[src/rtl/seg_scan_ctrl.sv]
// seg_scan_ctrl: time-multiplexed scan controller for a bank of seven-segment
// digits sharing one hex-to-segment decoder. Each digit gets a blank (dead
// time) slot followed by a drive slot. New values are double-buffered and
// committed only at the end of a full scan, so a frame never tears.
//
// Load handshake: load_ready is high whenever no value is pending. A load is
// taken on any rising clk edge where load_valid and load_ready are both high.
// The requester must hold value_in/dp_in stable while load_valid is high and
// load_ready is low. load_ready falls on the cycle after acceptance and rises
// again on the cycle after the end-of-frame commit.
module seg_scan_ctrl #(
   parameter int NUM_DIGITS   = 4,
   parameter int DWELL_CYCLES = 50000,
   parameter int BLANK_CYCLES = 16
) (
   input  logic                    clk,
   input  logic                    rst_n,
   input  logic [4*NUM_DIGITS-1:0] value_in,
   input  logic [NUM_DIGITS-1:0]   dp_in,
   input  logic                    load_valid,
   output logic                    load_ready,
   input  logic                    blank_lz,
   output logic [NUM_DIGITS-1:0]   digit_sel_n,
   output logic [3:0]              nibble_out,
   output logic                    seg_blank,
   output logic                    dp_n,
   output logic                    frame_done,
   output logic                    dbg_state
);

   localparam int CNT_MAX = (DWELL_CYCLES > BLANK_CYCLES) ? DWELL_CYCLES : BLANK_CYCLES;
   localparam int CW      = $clog2(CNT_MAX);
   localparam int IW      = $clog2(NUM_DIGITS);

   localparam logic [CW-1:0] DWELL_LAST = CW'(DWELL_CYCLES - 1);
   localparam logic [CW-1:0] BLANK_LAST = CW'(BLANK_CYCLES - 1);
   localparam logic [IW-1:0] IDX_LAST   = IW'(NUM_DIGITS - 1);

   typedef enum logic {S_BLANK = 1'b0, S_DRIVE = 1'b1} state_t;

   state_t                  r_state;
   state_t                  w_next_state;
   logic [IW-1:0]           r_idx;
   logic [CW-1:0]           r_cnt;
   logic [4*NUM_DIGITS-1:0] r_disp;
   logic [NUM_DIGITS-1:0]   r_disp_dp;
   logic [4*NUM_DIGITS-1:0] r_pend;
   logic [NUM_DIGITS-1:0]   r_pend_dp;
   logic                    r_pending_valid;
   logic                    r_blank_lz;

   logic                    w_blank_done;
   logic                    w_drive_done;
   logic                    w_wrap;
   logic                    w_accept;
   logic [3:0]              w_nibble;
   logic                    w_dp_bit;
   logic                    w_upper_zero;
   logic                    w_lz_blank;

   assign w_blank_done = (r_state == S_BLANK) && (r_cnt == BLANK_LAST);
   assign w_drive_done = (r_state == S_DRIVE) && (r_cnt == DWELL_LAST);
   assign w_wrap       = w_drive_done && (r_idx == IDX_LAST);
   assign w_accept     = load_valid && !r_pending_valid;

   // State register.
   always_ff @(posedge clk or negedge rst_n) begin
      if (!rst_n) r_state <= S_BLANK;
      else        r_state <= w_next_state;
   end

   // Next-state: blank slot then drive slot, each of fixed length.
   always_comb begin
      w_next_state = r_state;
      case (r_state)
         S_BLANK: if (w_blank_done) w_next_state = S_DRIVE;
         S_DRIVE: if (w_drive_done) w_next_state = S_BLANK;
         default: w_next_state = S_BLANK;
      endcase
   end

   // Shared slot counter and digit index; index advances as each drive slot ends.
   always_ff @(posedge clk or negedge rst_n) begin
      if (!rst_n) begin
         r_cnt <= '0;
         r_idx <= '0;
      end else begin
         if (w_blank_done || w_drive_done) r_cnt <= '0;
         else                              r_cnt <= r_cnt + CW'(1);
         if (w_drive_done) r_idx <= (r_idx == IDX_LAST) ? '0 : r_idx + IW'(1);
      end
   end

   // Double buffer: pending value commits to the display only at frame wrap.
   always_ff @(posedge clk or negedge rst_n) begin
      if (!rst_n) begin
         r_disp          <= '0;
         r_disp_dp       <= '0;
         r_pend          <= '0;
         r_pend_dp       <= '0;
         r_pending_valid <= 1'b0;
      end else if (w_wrap && r_pending_valid) begin
         r_disp          <= r_pend;
         r_disp_dp       <= r_pend_dp;
         r_pending_valid <= 1'b0;
      end else if (w_accept) begin
         r_pend          <= value_in;
         r_pend_dp       <= dp_in;
         r_pending_valid <= 1'b1;
      end
   end

   // Registered copy of blank_lz so outputs depend on flops only.
   always_ff @(posedge clk or negedge rst_n) begin
      if (!rst_n) r_blank_lz <= 1'b0;
      else        r_blank_lz <= blank_lz;
   end

   // Select current digit's nibble/dp and whether it and all higher digits are zero.
   always_comb begin
      logic zero_run;
      w_nibble     = '0;
      w_dp_bit     = 1'b0;
      w_upper_zero = 1'b0;
      zero_run     = 1'b1;
      for (int k = NUM_DIGITS - 1; k >= 0; k--) begin
         zero_run = zero_run && (r_disp[4*k +: 4] == 4'h0);
         if (r_idx == IW'(k)) begin
            w_nibble     = r_disp[4*k +: 4];
            w_dp_bit     = r_disp_dp[k];
            w_upper_zero = zero_run;
         end
      end
   end

   assign w_lz_blank = r_blank_lz && (r_idx != '0) && w_upper_zero;

   // Output decode: only an unblanked drive slot enables a digit.
   always_comb begin
      digit_sel_n = '1;
      seg_blank   = 1'b1;
      dp_n        = 1'b1;
      nibble_out  = w_nibble;
      frame_done  = w_wrap;
      if ((r_state == S_DRIVE) && !w_lz_blank) begin
         for (int k = 0; k < NUM_DIGITS; k++) digit_sel_n[k] = (r_idx != IW'(k));
         seg_blank = 1'b0;
         dp_n      = ~w_dp_bit;
      end
   end

   assign load_ready = ~r_pending_valid;
   assign dbg_state  = (r_state == S_DRIVE);

endmodule

[config.mk]
export PLATFORM = sky130hd
export DESIGN_NAME = seg_scan_ctrl
export DESIGN_NICKNAME = d
export VERILOG_FILES = /design/src/rtl/seg_scan_ctrl.sv
export SDC_FILE = /design/constraint.sdc
export NUM_CORES = 1
export LEC_CHECK = 0
export ABC_AREA = 1
export BUFFER_PORTS_ARGS = -buffer_cell sky130_fd_sc_hd__buf_4
export CAP_MARGIN = 20
export CORE_MARGIN = 4
export CORE_UTILIZATION = 45
export CTS_CLUSTER_DIAMETER = 50
export CTS_CLUSTER_SIZE = 25
export DETAILED_ROUTE_END_ITERATION = 8
export GPL_ROUTABILITY_DRIVEN = 1
export SLEW_MARGIN = 5
export SYNTH_ARGS = -nofsm -noshare
export SYNTH_HDL_FRONTEND = slang
export SYNTH_SLANG_ARGS = --single-unit
[constraint.sdc]
create_clock -name clk -period 2.29 [get_ports clk]
set_input_delay 0.458 -clock clk [delete_from_list [all_inputs] [get_ports clk]]
set_output_delay 0.458 -clock clk [all_outputs]
set_load 0.01 [all_outputs]
==> results.py, run 1 <==
metrics = {
    "cts": {
        "postCtsHoldBufs": 0,
        "cts.sinks": 61,
        "cts_buffers": 9,
        "cts_tree": "done",
        "path_clk_slew_ns": 0.07,
        "clockBufferDepth": 2,
        "cts-root-buf": "clkbuf_8",
        "htreeDepth": 3,
        "insertion_delay_ns": 0.33,
    },
    "cells_and_area": {
        "finalNetCount": 431,
        "layout_commonest_cell": "nand2_1",
        "area.growth.synth_to_final_pct": 22.58,
        "drive_gt1_share_pct": 30.96,
        "mostFrequentLayoutCells": "nand2_1, dfrtp_1, buf_4, nor2_1, nand3_1",
        "instances_no_fill": 484,
        "fillCellCount": 577,
        "antennaDiodeCount": 0,
    },
    "synth": {
        "ys_ff_latch": 61,
        "synthDistinctLibCells": 29,
        "yosysWarnings": 0,
        "synth_cells": 354,
        "netlist_area_um2": 3080,
        "syn_avg_cell_area_um2": 8.702,
        "seq_area_frac_synth_pct": 49.55,
        "syn_nets": 383,
    },
    "worst_setup_path": {
        "regToRegSetupSlack_ns": 0.52,
        "startpoint_type": "register",
        "cp.arrival_ns": 1.86,
        "reg2reg_from": "r_cnt[0]",
        "crit_path_end_kind": "primary output",
        "slowest_delay_ns": 0.44,
        "crit_path_top_delay_cell": "dfrtp_2",
        "critical_path.most_common_cell": "nand3_2",
        "reg2reg_depth": 9,
        "crit_required_ns": 1.83,
        "critPathMaxFanout": 6,
        "rr_endpoint": "r_disp[8]",
        "crit_start": "r_idx[0]",
        "criticalPathCategory": "reg -> out",
        "crit_chain": "inv_2 -> ha_4 -> inv_1 -> nand2_2 -> nor2_1 -> nor3_2 -> nand3_2 -> nand3_2 -> buf_4",
    },
    "die": {
        "dieArea_um2": 8233,
        "row_count": 29,
        "die_h_um": 90.74,
        "coreArea_um2": 6495,
        "io_pins": 37,
        "start_util_pct": 47.43,
        "fp.dieW_um": 90.74,
    },
    "power": {
        "finalPower_mw": 2.107,
        "vdd_drop_max_mv": 0.3721,
        "p_int_mw": 1.666,
        "clkPwrFrac_pct": 46.4,
        "powerDensity_nw_per_um2": 558.0,
        "netSwitchingFraction_pct": 20.91,
        "p_leak_nw": 1.952,
        "power.share.sequential_pct": 51.2,
        "switching_power_mw": 0.4407,
        "combPwrFrac_pct": 2.4,
    },
    "timing": {
        "report.final.hold_viol_count": 0,
        "fmax_ghz": 0.4313,
        "drv_slew": 0,
        "period_share_pct": 101.2,
        "final.setup.tns_ns": -0.1337,
        "setup_viol": 6,
        "fin_ws_ns": -0.02843,
        "period_minus_slack_ns": 2.318,
        "hold_ws_ns": 0.1907,
        "clock_skew_ns": 0.009938,
        "tightest_slew_ns": 0.7683,
        "relSlewSlack_pct": 48.78,
        "rsz0062_at_grt": "yes",
    },
    "place": {
        "place_congestion": 0.8560,
        "dpl_worst_slack_ns": 0.09412,
        "portBuffers": 36,
        "post-dp-hpwl_um": 4645,
        "dp_cells": 459,
    },
    "drt": {
        "wl_met1_um": 3468,
        "drt_iter0_markers": 166,
        "wl_met2_um": 2832,
        "top_layer": "met4",
        "drtAntennaViolNets": 0,
        "viasPerCell": 5.095,
        "first_pass_iters": 4,
        "vias": 2466,
        "wl_um": 6685,
        "wl_met3_um": 268,
        "route.detailed.drc": 0,
        "routedWlPerCell_um": 13.81,
    },
    "global_routing": {
        "grt-ovfl-total": 0,
        "grt_usage_pct": 17.13,
        "grt_pass1_wl_um": 11370,
        "grt_pass1_vias": 2341,
        "grt_max_degree": 62,
        "antenna_found_initial": 0,
    },
    "job": {
        "maxCapViolations": 0,
    },
    "hold_path": {
        "hold_class": "in -> async",
    },
    "outcome": {
        "violations": "setup timing",
        "status": "finished with violations",
    },
}
==> cells in the mapped netlist, drive strengths merged <==
library cell / count / area share, %
a31oi: 2 / 0.41
or2: 1 / 0.20
o31ai: 1 / 0.24
clkbuf: 3 / 0.37
a21oi: 6 / 0.97
o211ai: 2 / 0.49
nor2: 44 / 6.5
buf: 10 / 2.5
nand2: 92 / 12
nand4: 5 / 1.0
mux2: 20 / 7.3
o21ai: 9 / 1.6
nand3: 42 / 7.0
nor3: 8 / 1.5
ha: 5 / 2.0
xnor2: 1 / 0.28
dfrtp: 61 / 50
clkinv: 1 / 0.16
inv: 33 / 4.0
xor2: 8 / 2.3
==> power groups by stage <==
stage	Combinational [mW]	Clock (mW)	Sequential, mW
3_5_place_dp	0.0523	0	1.10
5_1_grt	0.0574	1.05	1.08
4_1_cts	0.0526	0.997	1.08
3_3_place_gp	0.0522	0	1.10
6_report	0.0500	0.979	1.08
2_1_floorplan	0.000865	0	1.10
==> registers in the layout, indices dropped and copies added (netlist names) <==
signal           cells
dbg_state            1
r_blank_lz           1
r_cnt               16
r_disp              16
r_disp_dp            4
r_idx                2
r_pend              16
r_pend_dp            4
r_pending_valid      1
==> through the flow <==
step | util [%] | area, um^2
6_report | 58.14 | 3776
3_3_place_gp | 52.28 | 3396
5_1_grt | 58.14 | 3776
3_5_place_dp | 52.28 | 3396
2_1_floorplan | - | 3080
4_1_cts | 56.25 | 3654
==> what timing repair did <==
item | 4_1_cts | 5_1_grt
setup buffers | 2 | 7
resized for setup | 12 | 19
setup endpoints to repair | 9 | 10
pin swaps | 3 | 10
==> critical path, delay by kind of cell, from the launching register on <==
| kind | cells | cell delay, ns |
|---|---|---|
| buffers and inverters | 3 | 0.32 |
| adders and majority gates | 1 | 0.18 |
| and+or+nand+nor | 5 | 0.62 |
| DFF | 1 | 0.44 |
==> layout make-up <==
type,count,area (um^2),area share (%)
Clock buffer,13,158.9,4.208
Clock inverter,3,43.79,1.160
Inverter,34,135.1,3.579
Multi-Input combinational cell,246,1439,38.10
Sequential cell,61,1528,40.46
Tap cell,77,96.34,2.551
Timing Repair Buffer,50,375.4,9.940
==> worst max-delay path by stage <==
| stage | end | slack, ns | cells past startpoint |
|---|---|---|---|
| floorplan | digit_sel_n[0] | 0.33 | 9 |
| global placement | digit_sel_n[1] | 0.21 | 9 |
| detailed placement | digit_sel_n[2] | 0.09 | 9 |
| CTS | nibble_out[3] | -0.007 | 8 |
| global route | digit_sel_n[2] | -0.14 | 9 |
| finish | digit_sel_n[2] | -0.03 | 9 |
==> cell families after synthesis <==
| logic type | count (synthesis) | synth area share, % |
|---|---|---|
| simple gates | 192 | 27.78 |
| flops | 61 | 49.55 |
| buf+inv | 47 | 7.067 |
| compound gates | 20 | 3.696 |
| mux | 20 | 7.311 |
| xor+xnor | 9 | 2.559 |
| fa+ha+maj | 5 | 2.031 |
==> per-layer routing <==
| metal | global-route usage [%] | vias to the layer above |
|---|---|---|
| li1 | - | 1240 |
| met1 | 25.73 | 1172 |
| met2 | 23.59 | 41 |
| met3 | 3.750 | 13 |
| met4 | 7.015 | 0 |
| met5 | 0 | - |
No activity file was read; power rests on OpenSTA's default activity.
==> run 2, diff against run 1 <==
CORE_UTILIZATION = 55   (was 45)
PLACE_DENSITY = 0.76   (was default)
==> run 2 against run 1 <==
The flow still finishes with violations (setup timing); sequential power about the same; die area down 17%; combinational power up 1%; wire length up 14%.
==> results.py, run 2 (synthesized netlist as in run 1, its figures left out) <==
metrics = {
    "outcome": {
        "status": "finished with violations",
        "violations": "setup timing",
    },
    "drt": {
        "viasPerCell": 5.413,
        "route.detailed.drc": 0,
        "drtAntennaViolNets": 0,
        "first_pass_iters": 4,
        "vias": 2609,
        "drt_iter0_markers": 178,
        "wl_um": 7588,
        "routedWlPerCell_um": 15.74,
    },
    "timing": {
        "report.final.hold_viol_count": 0,
        "relSlewSlack_pct": 50.25,
        "period_minus_slack_ns": 2.358,
        "rsz0062_at_grt": "yes",
        "setup_viol": 7,
        "period_share_pct": 103.0,
        "drv_slew": 0,
        "final.setup.tns_ns": -0.2688,
        "fin_ws_ns": -0.06818,
        "clock_skew_ns": 0.006308,
        "tightest_slew_ns": 0.7463,
        "fmax_ghz": 0.4241,
    },
    "cells_and_area": {
        "fillCellCount": 360,
        "instances_no_fill": 482,
        "reg_top3": "r_cnt (16), r_disp (16), r_pend (16)",
        "area.growth.synth_to_final_pct": 26.77,
        "drive_gt1_share_pct": 33.74,
        "layout_commonest_cell": "nand2_1",
        "finalNetCount": 438,
        "antennaDiodeCount": 0,
        "mostFrequentLayoutCells": "nand2_1, dfrtp_1, buf_4, nand3_1, nor2_1",
        "fin_util_pct": 74.10,
    },
    "power": {
        "combPwrFrac_pct": 2.4,
        "vdd_drop_max_mv": 0.4086,
        "power.share.sequential_pct": 51.1,
        "powerDensity_nw_per_um2": 540.4,
        "switching_power_mw": 0.4265,
        "clkPwrFrac_pct": 46.5,
        "netSwitchingFraction_pct": 20.21,
        "p_int_mw": 1.684,
        "p_leak_nw": 2.010,
        "finalPower_mw": 2.110,
    },
    "cts": {
        "postCtsHoldBufs": 0,
        "cts_tree": "done",
        "cts_buffers": 9,
        "cts.sinks": 61,
        "cts-root-buf": "clkbuf_8",
        "insertion_delay_ns": 0.34,
        "clockBufferDepth": 2,
        "path_clk_slew_ns": 0.07,
        "htreeDepth": 3,
    },
    "worst_setup_path": {
        "critPathMaxFanout": 6,
        "slowest_delay_ns": 0.47,
        "crit_required_ns": 1.83,
        "crit_path_top_delay_cell": "dfrtp_2",
        "startpoint_type": "register",
        "cp.arrival_ns": 1.90,
        "crit_chain": "inv_4 -> ha_4 -> inv_4 -> nand2_4 -> nor2_4 -> nor3_4 -> nand3_4 -> nand3_2 -> buf_6",
        "path_delay_family": "simple AND/OR/NAND/NOR gates",
        "crit_path_end_kind": "primary output",
        "critical_path.most_common_cell": "inv_4",
        "critPathBufInv": 3,
        "criticalPathCategory": "reg -> out",
    },
    "global_routing": {
        "met1_usage_pct": 26.99,
        "antenna_found_initial": 0,
        "grt_pass1_wl_um": 12140,
        "grt_max_degree": 62,
        "grt.busiest_layer": "met2",
        "grt_pass1_vias": 2633,
        "use_met3_pct": 4.356,
        "grtUsageMet2_pct": 35.28,
        "grt-ovfl-total": 0,
        "grt_usage_pct": 21.92,
    },
    "die": {
        "row_count": 26,
        "coreArea_um2": 5270,
        "fp.dieW_um": 82.84,
        "dieArea_um2": 6862,
        "io_pins": 37,
        "start_util_pct": 58.45,
        "die_h_um": 82.84,
    },
    "place": {
        "portBuffers": 36,
        "dp_cells": 452,
        "place_congestion": 0.9136,
        "post-dp-hpwl_um": 4658,
        "dpl_worst_slack_ns": 0.1751,
    },
    "job": {
        "maxCapViolations": 0,
    },
    "hold_path": {
        "hold_class": "in -> async",
    },
}
-- run 2: cell count changes in the layout (fill, tap and decap cells not counted), sizes merged --
cell / previous run / this run
inv: 32 / 33
buf: 50 / 57
clkinvlp: 1 / 0
clkinv: 3 / 1
-- run 2: path summary, 6_finish.rpt --
path	end	start	slack [ns]	cells after the start
worst min-delay path	r_cnt[6]	rst_n	0.18	1
min in group clk	r_blank_lz	blank_lz	0.24	1
worst max-delay path	digit_sel_n[3]	r_idx[0]	-0.07	9
max in group asynchronous	r_idx[0]	rst_n	1.58	1
worst max register to register	r_disp[15]	r_cnt[9]	0.52	8
worst min register to register	r_disp[14]	r_disp[14]	0.48	2
-- run 2: through the flow --
| step | hold slack, ns | instance area, um^2 |
|---|---|---|
| final | 0.1827 | 3905 |
| after detailed placement | 0.4529 | 3387 |
| after CTS | 0.2092 | 3737 |
| after global placement | 0.4485 | 3387 |
| after floorplan | 0.1624 | 3080 |
| after global routing | 0.2300 | 3905 |
-- run 2: timing repair --
action	4_1_cts	5_1_grt
setup endpoints to repair	9	10
setup buffers	8	8
pin swaps	7	8
gates resized for setup	24	28
-- run 2: layer usage --
metal  up-vias  wire length, um
met5         -                0
met2       105             3754
met4         0              309
met3        35              441
li1       1253                -
met1      1216             3082
-- run 2: final cells by class --
cell class | instances | area (um^2) | area share, %
timing repair buffer | 57 | 466.7 | 11.95
multi-input combinational | 246 | 1488 | 38.10
clock inverter | 1 | 30.03 | 0.7690
sequential | 61 | 1528 | 39.12
tap | 70 | 87.58 | 2.243
clock buffer | 13 | 168.9 | 4.326
inverter | 34 | 136.4 | 3.492
-- run 2: power by group through the flow --
stage                     logic [mW]  clock network, mW  registers [mW]
after floorplan             0.000865                  0            1.10
after global placement        0.0508                  0            1.10
after detailed placement      0.0519                  0            1.10
after CTS                     0.0525              0.988            1.08
after global routing          0.0572               1.04            1.08
final                         0.0507              0.981            1.08
-- run 2: worst reg2reg max path, cell delays in order (launching register included) --
cell,delay (ns)
dfrtp_1,0.50
nand2_2,0.18
clkinv_2,0.10
nand2_2,0.07
nor2_4,0.11
nand3_2,0.10
nor2_4,0.40
nand3_1,0.17
nand2_1,0.10
